**config.mk**
```make
export PLATFORM = sky130hd
export DESIGN_NAME = mem_access_ctrl
export DESIGN_NICKNAME = d
export VERILOG_FILES = /design/src/rtl/mem_access_ctrl.sv
export SDC_FILE = /design/constraint.sdc
export NUM_CORES = 1
export LEC_CHECK = 0
export ABC_CLOCK_PERIOD_IN_PS = 1800
export BUFFER_PORTS_ARGS = -buffer_cell sky130_fd_sc_hd__buf_4
export CAP_MARGIN = 25
export CORE_MARGIN = 2
export CORE_UTILIZATION = 40
export DETAILED_ROUTE_END_ITERATION = 6
export PLACE_DENSITY = 0.74
export SYNTH_ARGS = -nofsm -noshare
export SYNTH_HDL_FRONTEND = slang
export SYNTH_SLANG_ARGS = --single-unit
```
**constraint.sdc**
```tcl
create_clock -name clk -period 1.8 [get_ports clk]
set_input_delay 0.18 -clock clk [delete_from_list [all_inputs] [get_ports clk]]
set_output_delay 0.18 -clock clk [all_outputs]
set_load 0.01 [all_outputs]
```
**src/rtl/mem_access_ctrl.sv**
```systemverilog
// Load/store controller in front of a one-cycle-latency data memory: valid/ready request in,
// valid/ready response out, out-of-range addresses faulted. MEM_ACCESS_PERF_EN adds counters.
`ifndef REG_SIZE
`define REG_SIZE 32
`endif
`ifndef ADDRESS_SPACE_W
`define ADDRESS_SPACE_W 1024
`endif

module mem_access_ctrl #(
  parameter int unsigned DATA_W = `REG_SIZE,
  parameter int unsigned DEPTH  = `ADDRESS_SPACE_W,
  parameter int unsigned CNT_W  = 32
) (
  input  logic              clk,
  input  logic              rst_n,
  input  logic              req_valid,
  output logic              req_ready,
  input  logic              req_we,
  input  logic [DATA_W-1:0] req_addr,
  input  logic [DATA_W-1:0] req_wdata,
  output logic              resp_valid,
  input  logic              resp_ready,
  output logic [DATA_W-1:0] resp_rdata,
  output logic              resp_fault,
  output logic              mem_EN,
  output logic              mem_RW,
  output logic [DATA_W-1:0] mem_addr,
  output logic [DATA_W-1:0] mem_wdata,
  input  logic [DATA_W-1:0] mem_rdata
`ifdef MEM_ACCESS_PERF_EN
  ,
  output logic [CNT_W-1:0]  load_cnt,
  output logic [CNT_W-1:0]  store_cnt,
  output logic [CNT_W-1:0]  fault_cnt
`endif
);

  typedef enum logic [1:0] {StIdle, StIssue, StCapture, StResp} state_e;

  // One extra bit so DEPTH == 2**DATA_W still compares correctly.
  localparam logic [DATA_W:0] DepthExt = (DATA_W+1)'(DEPTH);

  state_e            state_q, state_d;
  logic              req_ready_q, req_ready_d;
  logic              mem_en_q, mem_en_d;
  logic              mem_rw_q, mem_rw_d;
  logic [DATA_W-1:0] mem_addr_q, mem_addr_d;
  logic [DATA_W-1:0] mem_wdata_q, mem_wdata_d;
  logic              resp_valid_q, resp_valid_d;
  logic [DATA_W-1:0] resp_rdata_q, resp_rdata_d;
  logic              resp_fault_q, resp_fault_d;
  logic              addr_fault;
  logic              accept;

  assign addr_fault = {1'b0, req_addr} >= DepthExt;
  assign accept     = (state_q == StIdle) && req_valid && req_ready_q;

  always_comb begin
    state_d      = state_q;
    mem_en_d     = 1'b0;
    mem_rw_d     = mem_rw_q;
    mem_addr_d   = mem_addr_q;
    mem_wdata_d  = mem_wdata_q;
    resp_valid_d = resp_valid_q;
    resp_rdata_d = resp_rdata_q;
    resp_fault_d = resp_fault_q;
    unique case (state_q)
      StIdle: begin
        if (accept) begin
          if (addr_fault) begin
            state_d      = StResp;
            resp_valid_d = 1'b1;
            resp_rdata_d = '0;
            resp_fault_d = 1'b1;
          end else begin
            // The mem_* registers double as the latched request.
            state_d     = StIssue;
            mem_en_d    = 1'b1;
            mem_rw_d    = req_we;
            mem_addr_d  = req_addr;
            mem_wdata_d = req_wdata;
          end
        end
      end
      StIssue: begin
        if (mem_rw_q) begin
          state_d      = StResp;
          resp_valid_d = 1'b1;
          resp_rdata_d = '0;
          resp_fault_d = 1'b0;
        end else begin
          state_d = StCapture;
        end
      end
      StCapture: begin
        state_d      = StResp;
        resp_valid_d = 1'b1;
        resp_rdata_d = mem_rdata;
        resp_fault_d = 1'b0;
      end
      StResp: begin
        if (resp_ready) begin
          state_d      = StIdle;
          resp_valid_d = 1'b0;
        end
      end
      default: state_d = StIdle;
    endcase
    req_ready_d = (state_d == StIdle);
  end

  always_ff @(posedge clk or negedge rst_n) begin
    if (!rst_n) begin
      state_q      <= StIdle;
      req_ready_q  <= 1'b0;
      mem_en_q     <= 1'b0;
      mem_rw_q     <= 1'b0;
      mem_addr_q   <= '0;
      mem_wdata_q  <= '0;
      resp_valid_q <= 1'b0;
      resp_rdata_q <= '0;
      resp_fault_q <= 1'b0;
    end else begin
      state_q      <= state_d;
      req_ready_q  <= req_ready_d;
      mem_en_q     <= mem_en_d;
      mem_rw_q     <= mem_rw_d;
      mem_addr_q   <= mem_addr_d;
      mem_wdata_q  <= mem_wdata_d;
      resp_valid_q <= resp_valid_d;
      resp_rdata_q <= resp_rdata_d;
      resp_fault_q <= resp_fault_d;
    end
  end

  assign req_ready  = req_ready_q;
  assign resp_valid = resp_valid_q;
  assign resp_rdata = resp_rdata_q;
  assign resp_fault = resp_fault_q;
  assign mem_EN     = mem_en_q;
  assign mem_RW     = mem_rw_q;
  assign mem_addr   = mem_addr_q;
  assign mem_wdata  = mem_wdata_q;

`ifdef MEM_ACCESS_PERF_EN
  logic [CNT_W-1:0] load_cnt_q, load_cnt_d;
  logic [CNT_W-1:0] store_cnt_q, store_cnt_d;
  logic [CNT_W-1:0] fault_cnt_q, fault_cnt_d;

  always_comb begin
    load_cnt_d  = load_cnt_q;
    store_cnt_d = store_cnt_q;
    fault_cnt_d = fault_cnt_q;
    if (state_q == StIssue && !mem_rw_q) load_cnt_d  = load_cnt_q + CNT_W'(1);
    if (state_q == StIssue && mem_rw_q)  store_cnt_d = store_cnt_q + CNT_W'(1);
    if (accept && addr_fault)            fault_cnt_d = fault_cnt_q + CNT_W'(1);
  end

  always_ff @(posedge clk or negedge rst_n) begin
    if (!rst_n) begin
      load_cnt_q  <= '0;
      store_cnt_q <= '0;
      fault_cnt_q <= '0;
    end else begin
      load_cnt_q  <= load_cnt_d;
      store_cnt_q <= store_cnt_d;
      fault_cnt_q <= fault_cnt_d;
    end
  end

  assign load_cnt  = load_cnt_q;
  assign store_cnt = store_cnt_q;
  assign fault_cnt = fault_cnt_q;
`else
  logic [31:0] unused_cnt_w;
  assign unused_cnt_w = CNT_W;
`endif

endmodule

```
==> results.yml <==
status:
  outcome: "finished with violations"
  failed_checks: "setup timing"
min_path:
  holdPathEnd: "mem_RW"
  worst_min_path_start: "req_we"
  timing.hold.worst.class: "in2reg"
  timing.hold.worst_path_depth: 3
yosys:
  post-synth-top-area-fraction: 0.631
  ys.flop_type: "sky130_fd_sc_hd__dfrtp_1"
  ys_seq_elements: 103
  yosysTopAreaCell: "sky130_fd_sc_hd__dfrtp_1"
  post_synthesis_net_count: 419
  yosys.cell_count.top_type: "sky130_fd_sc_hd__dfrtp_1"
  total_of_warnings_raised_by_yosys: 0
  post_synth_num_cell_types: 26
  synth_area_um2: 4090
  post_synth_edffs: 0
  synth_area_per_cell_um2: 13.0
  synth_commonest_cells: "sky130_fd_sc_hd__dfrtp_1 (103), sky130_fd_sc_hd__inv_1 (37), sky130_fd_sc_hd__mux2_2 (37)"
  post_synth_main_area_contributors: "sky130_fd_sc_hd__dfrtp_1 (63%), sky130_fd_sc_hd__mux2_2 (10%), sky130_fd_sc_hd__mux2i_1 (8.1%), sky130_fd_sc_hd__inv_1 (3.4%), sky130_fd_sc_hd__nor2b_1 (3.4%)"
  synthesized_netlist_cell_count: 314
  synth_seq_area_share: 0.631
  synth_async_sr_flop_share: 1.00
finish:
  layout-drive-gt1-share: 0.537
  multi_input_area_um2: 1340
  seq_area_um2: 2580
  final_core_util: 0.643
  final_cell_count_no_fill: 684
  flow.area_growth_from_synthesis_pct: 55.2
  finalNetCount: 651
  postLayoutCellArea_um2: 6350
  layout.filler_cells: 800
  antennaDiodeCount: 0
pwr:
  share_seq_of_total_power: 0.393
  power.leakage_nw: 3.50
  ir_drop_mv: 0.634
  p_sw_frac: 0.320
  total_power_mw: 6.83
  share_comb_of_total_power: 0.407
  clkPwrFrac: 0.201
  internal-power_mw: 4.65
  cell_pwr_density_nw_per_um2: 1080
  p_switching_mw: 2.19
placement:
  final_estimated_routing_congestion_in_global_placement: 0.740
  dpl.hpwl_um: 7380
  placed_area_um2: 5880
  portBuffers: 201
  placedCellCount: 648
  place_ws_ps: -105
detailed_routing:
  antenna_violating_nets_post_route: 0
  detail_route.vias_per_cell: 4.56
  detailedRoute.firstPassIterationCount: 4
  routed-via-count: 3120
  post-route-drc-count: 0
  wl_per_cell_um: 15.4
  drtIter0Drc: 85
  route.final.wire_length_um: 10500
grt:
  grt_start_max_net_pins: 45
  first_global_vias: 3276
  global_route.overflow_total: 0
  grt_first_pass_wirelength_um: 16400
  grt_usage: 0.188
  antenna_found_initial: 0
critical_path:
  rr_worst_depth: 8
  timing_worst_setup_path_type: "reg2reg"
  critical_path_required_ps: 2060
  critPathCaptureType: "register"
  critical_path_arrival_ps: 2090
  cp_max_fo: 6
  timing.rr.start: "state_q[1]"
  type_of_element_launching_the_critical_path: "register"
  ff2ff_setup_slack_ps: -30
  rr_endpoint: "resp_rdata[30]"
clocking:
  numCtsBuffers: 9
  htree_num_levels: 3
  clock_net_sink_count: 103
  max_root_sink_buffers: 2
  root_buffer: "sky130_fd_sc_hd__clkbuf_8"
  clk_latency_ps: 350
  cts_tree: "done"
  clock_pin_slew_of_the_registers_on_the_worst_case_setup_and_hold_paths_ps: 100
floorplan:
  placeableCoreArea_um2: 9860
  die_height_um: 105
  fp-row-count: 36
  floorplan.initialDensity: 0.414
  width_of_the_die_um: 105
  io_pins: 202
  die_area_um2: 11000
timing:
  slew_headroom: 0.626
  timing.final.hold_violations: 0
  worstMarginPinSlew_ps: 561
  grt_setup_unrepaired: "true"
  finalWorstSetupSlack_ps: -25.2
  timing.fmax_ghz: 0.548
  hold_slack_ps: 34.0
  final_min_period_over_clock_period: 1.01
  clock_period_minus_worst_slack_ps: 1830
  finalSetupViolations: 12
  finalClockSkew_ps: 8.83
  report.final.slew_viol_count: 0
  timing.setup.tns_ps: -145
flow_run:
  timing.max_cap.violations: 0
==> final cells by class <==
| class | count | share of cell area |
|---|---|---|
| clock buffers | 10 | 0.0217 |
| clock inverters | 6 | 0.00808 |
| inverters | 37 | 0.0219 |
| multi-input cells | 159 | 0.211 |
| flip-flops and latches | 103 | 0.406 |
| well taps | 133 | 0.0262 |
| repair buffers | 236 | 0.305 |
==> power by group through the flow <==
stage / Sequential (mW) / Clock (mW) / Combinational (mW)
global placement: 2.71 / 0 / 2.10
detailed placement: 2.72 / 0 / 2.16
global route: 2.71 / 1.54 / 3.03
finish: 2.68 / 1.37 / 2.78
CTS: 2.68 / 1.43 / 2.79
floorplan: 2.80 / 0 / 1.27
==> sequential cells by signal, summed over array words and instances, names as in the netlist <==
| name | count |
|---|---|
| resp_fault | 1 |
| mem_RW | 1 |
| resp_rdata | 32 |
| req_ready | 1 |
| mem_addr | 32 |
| mem_wdata | 32 |
| resp_valid | 1 |
| state_q | 2 |
| mem_EN | 1 |
==> layout by cell type, fill, tap and decap left out, drive strengths merged <==
cell,count
nand2b,2
a21oi,2
inv,40
o221ai,1
nand2,35
nor3,1
nand4,1
clkinv,3
nand3,1
a21o,1
nor2,4
mux2i,33
clkbuf,13
o21bai,1
a221o,1
ha,4
o21ai,1
a211oi,1
a221oi,1
mux2,42
dfrtp,103
nor4,5
buf,232
dlygate4sd3,1
nor2b,22
==> kinds of logic after synthesis <==
family,Yosys count,share of synthesized area
compound gates,9,0.0174
mux,75,0.197
simple gates,71,0.0854
flops,103,0.631
fa+ha+maj,4,0.0122
buf+inv,52,0.0578
==> layer usage <==
| layer | track usage | up-vias | wire (um) |
|---|---|---|---|
| met5 | 0 | - | 0 |
| met4 | 0.0371 | 0 | 99 |
| met3 | 0.0424 | 9 | 642 |
| met2 | 0.352 | 122 | 5600 |
| met1 | 0.219 | 1507 | 4160 |
| li1 | - | 1482 | - |
==> worst max-delay path, stage by stage, from the launching register on <==
cell                       delay [ps]
sky130_fd_sc_hd__dfrtp_1          420
sky130_fd_sc_hd__inv_2            100
sky130_fd_sc_hd__ha_4             150
sky130_fd_sc_hd__nand3_4           60
sky130_fd_sc_hd__o21bai_4         190
sky130_fd_sc_hd__a221oi_4         280
sky130_fd_sc_hd__buf_6            200
sky130_fd_sc_hd__buf_16           140
sky130_fd_sc_hd__mux2i_2          210
==> repair_timing <==
item | in CTS | in global routing
setup endpoints to repair | 33 | 71
setup buffers | 8 | 7
pin swaps | 3 | 2
hold buffers | 1 | 0
hold endpoints to repair | 40 | 0
cloned | 3 | 3
resized for setup | 9 | 6
==> how the worst max path moves through the flow <==
stage | startpoint | end | slack [ps]
2_1_floorplan | state_q[0] | resp_rdata[0] | 40
3_3_place_gp | state_q[1] | resp_fault | -40
3_5_place_dp | state_q[1] | resp_rdata[8] | -100
4_1_cts | state_q[1] | resp_rdata[4] | -50
5_1_grt | state_q[1] | resp_rdata[2] | -100
6_report | state_q[1] | resp_rdata[30] | -30
(Power assumes the default switching activity.)
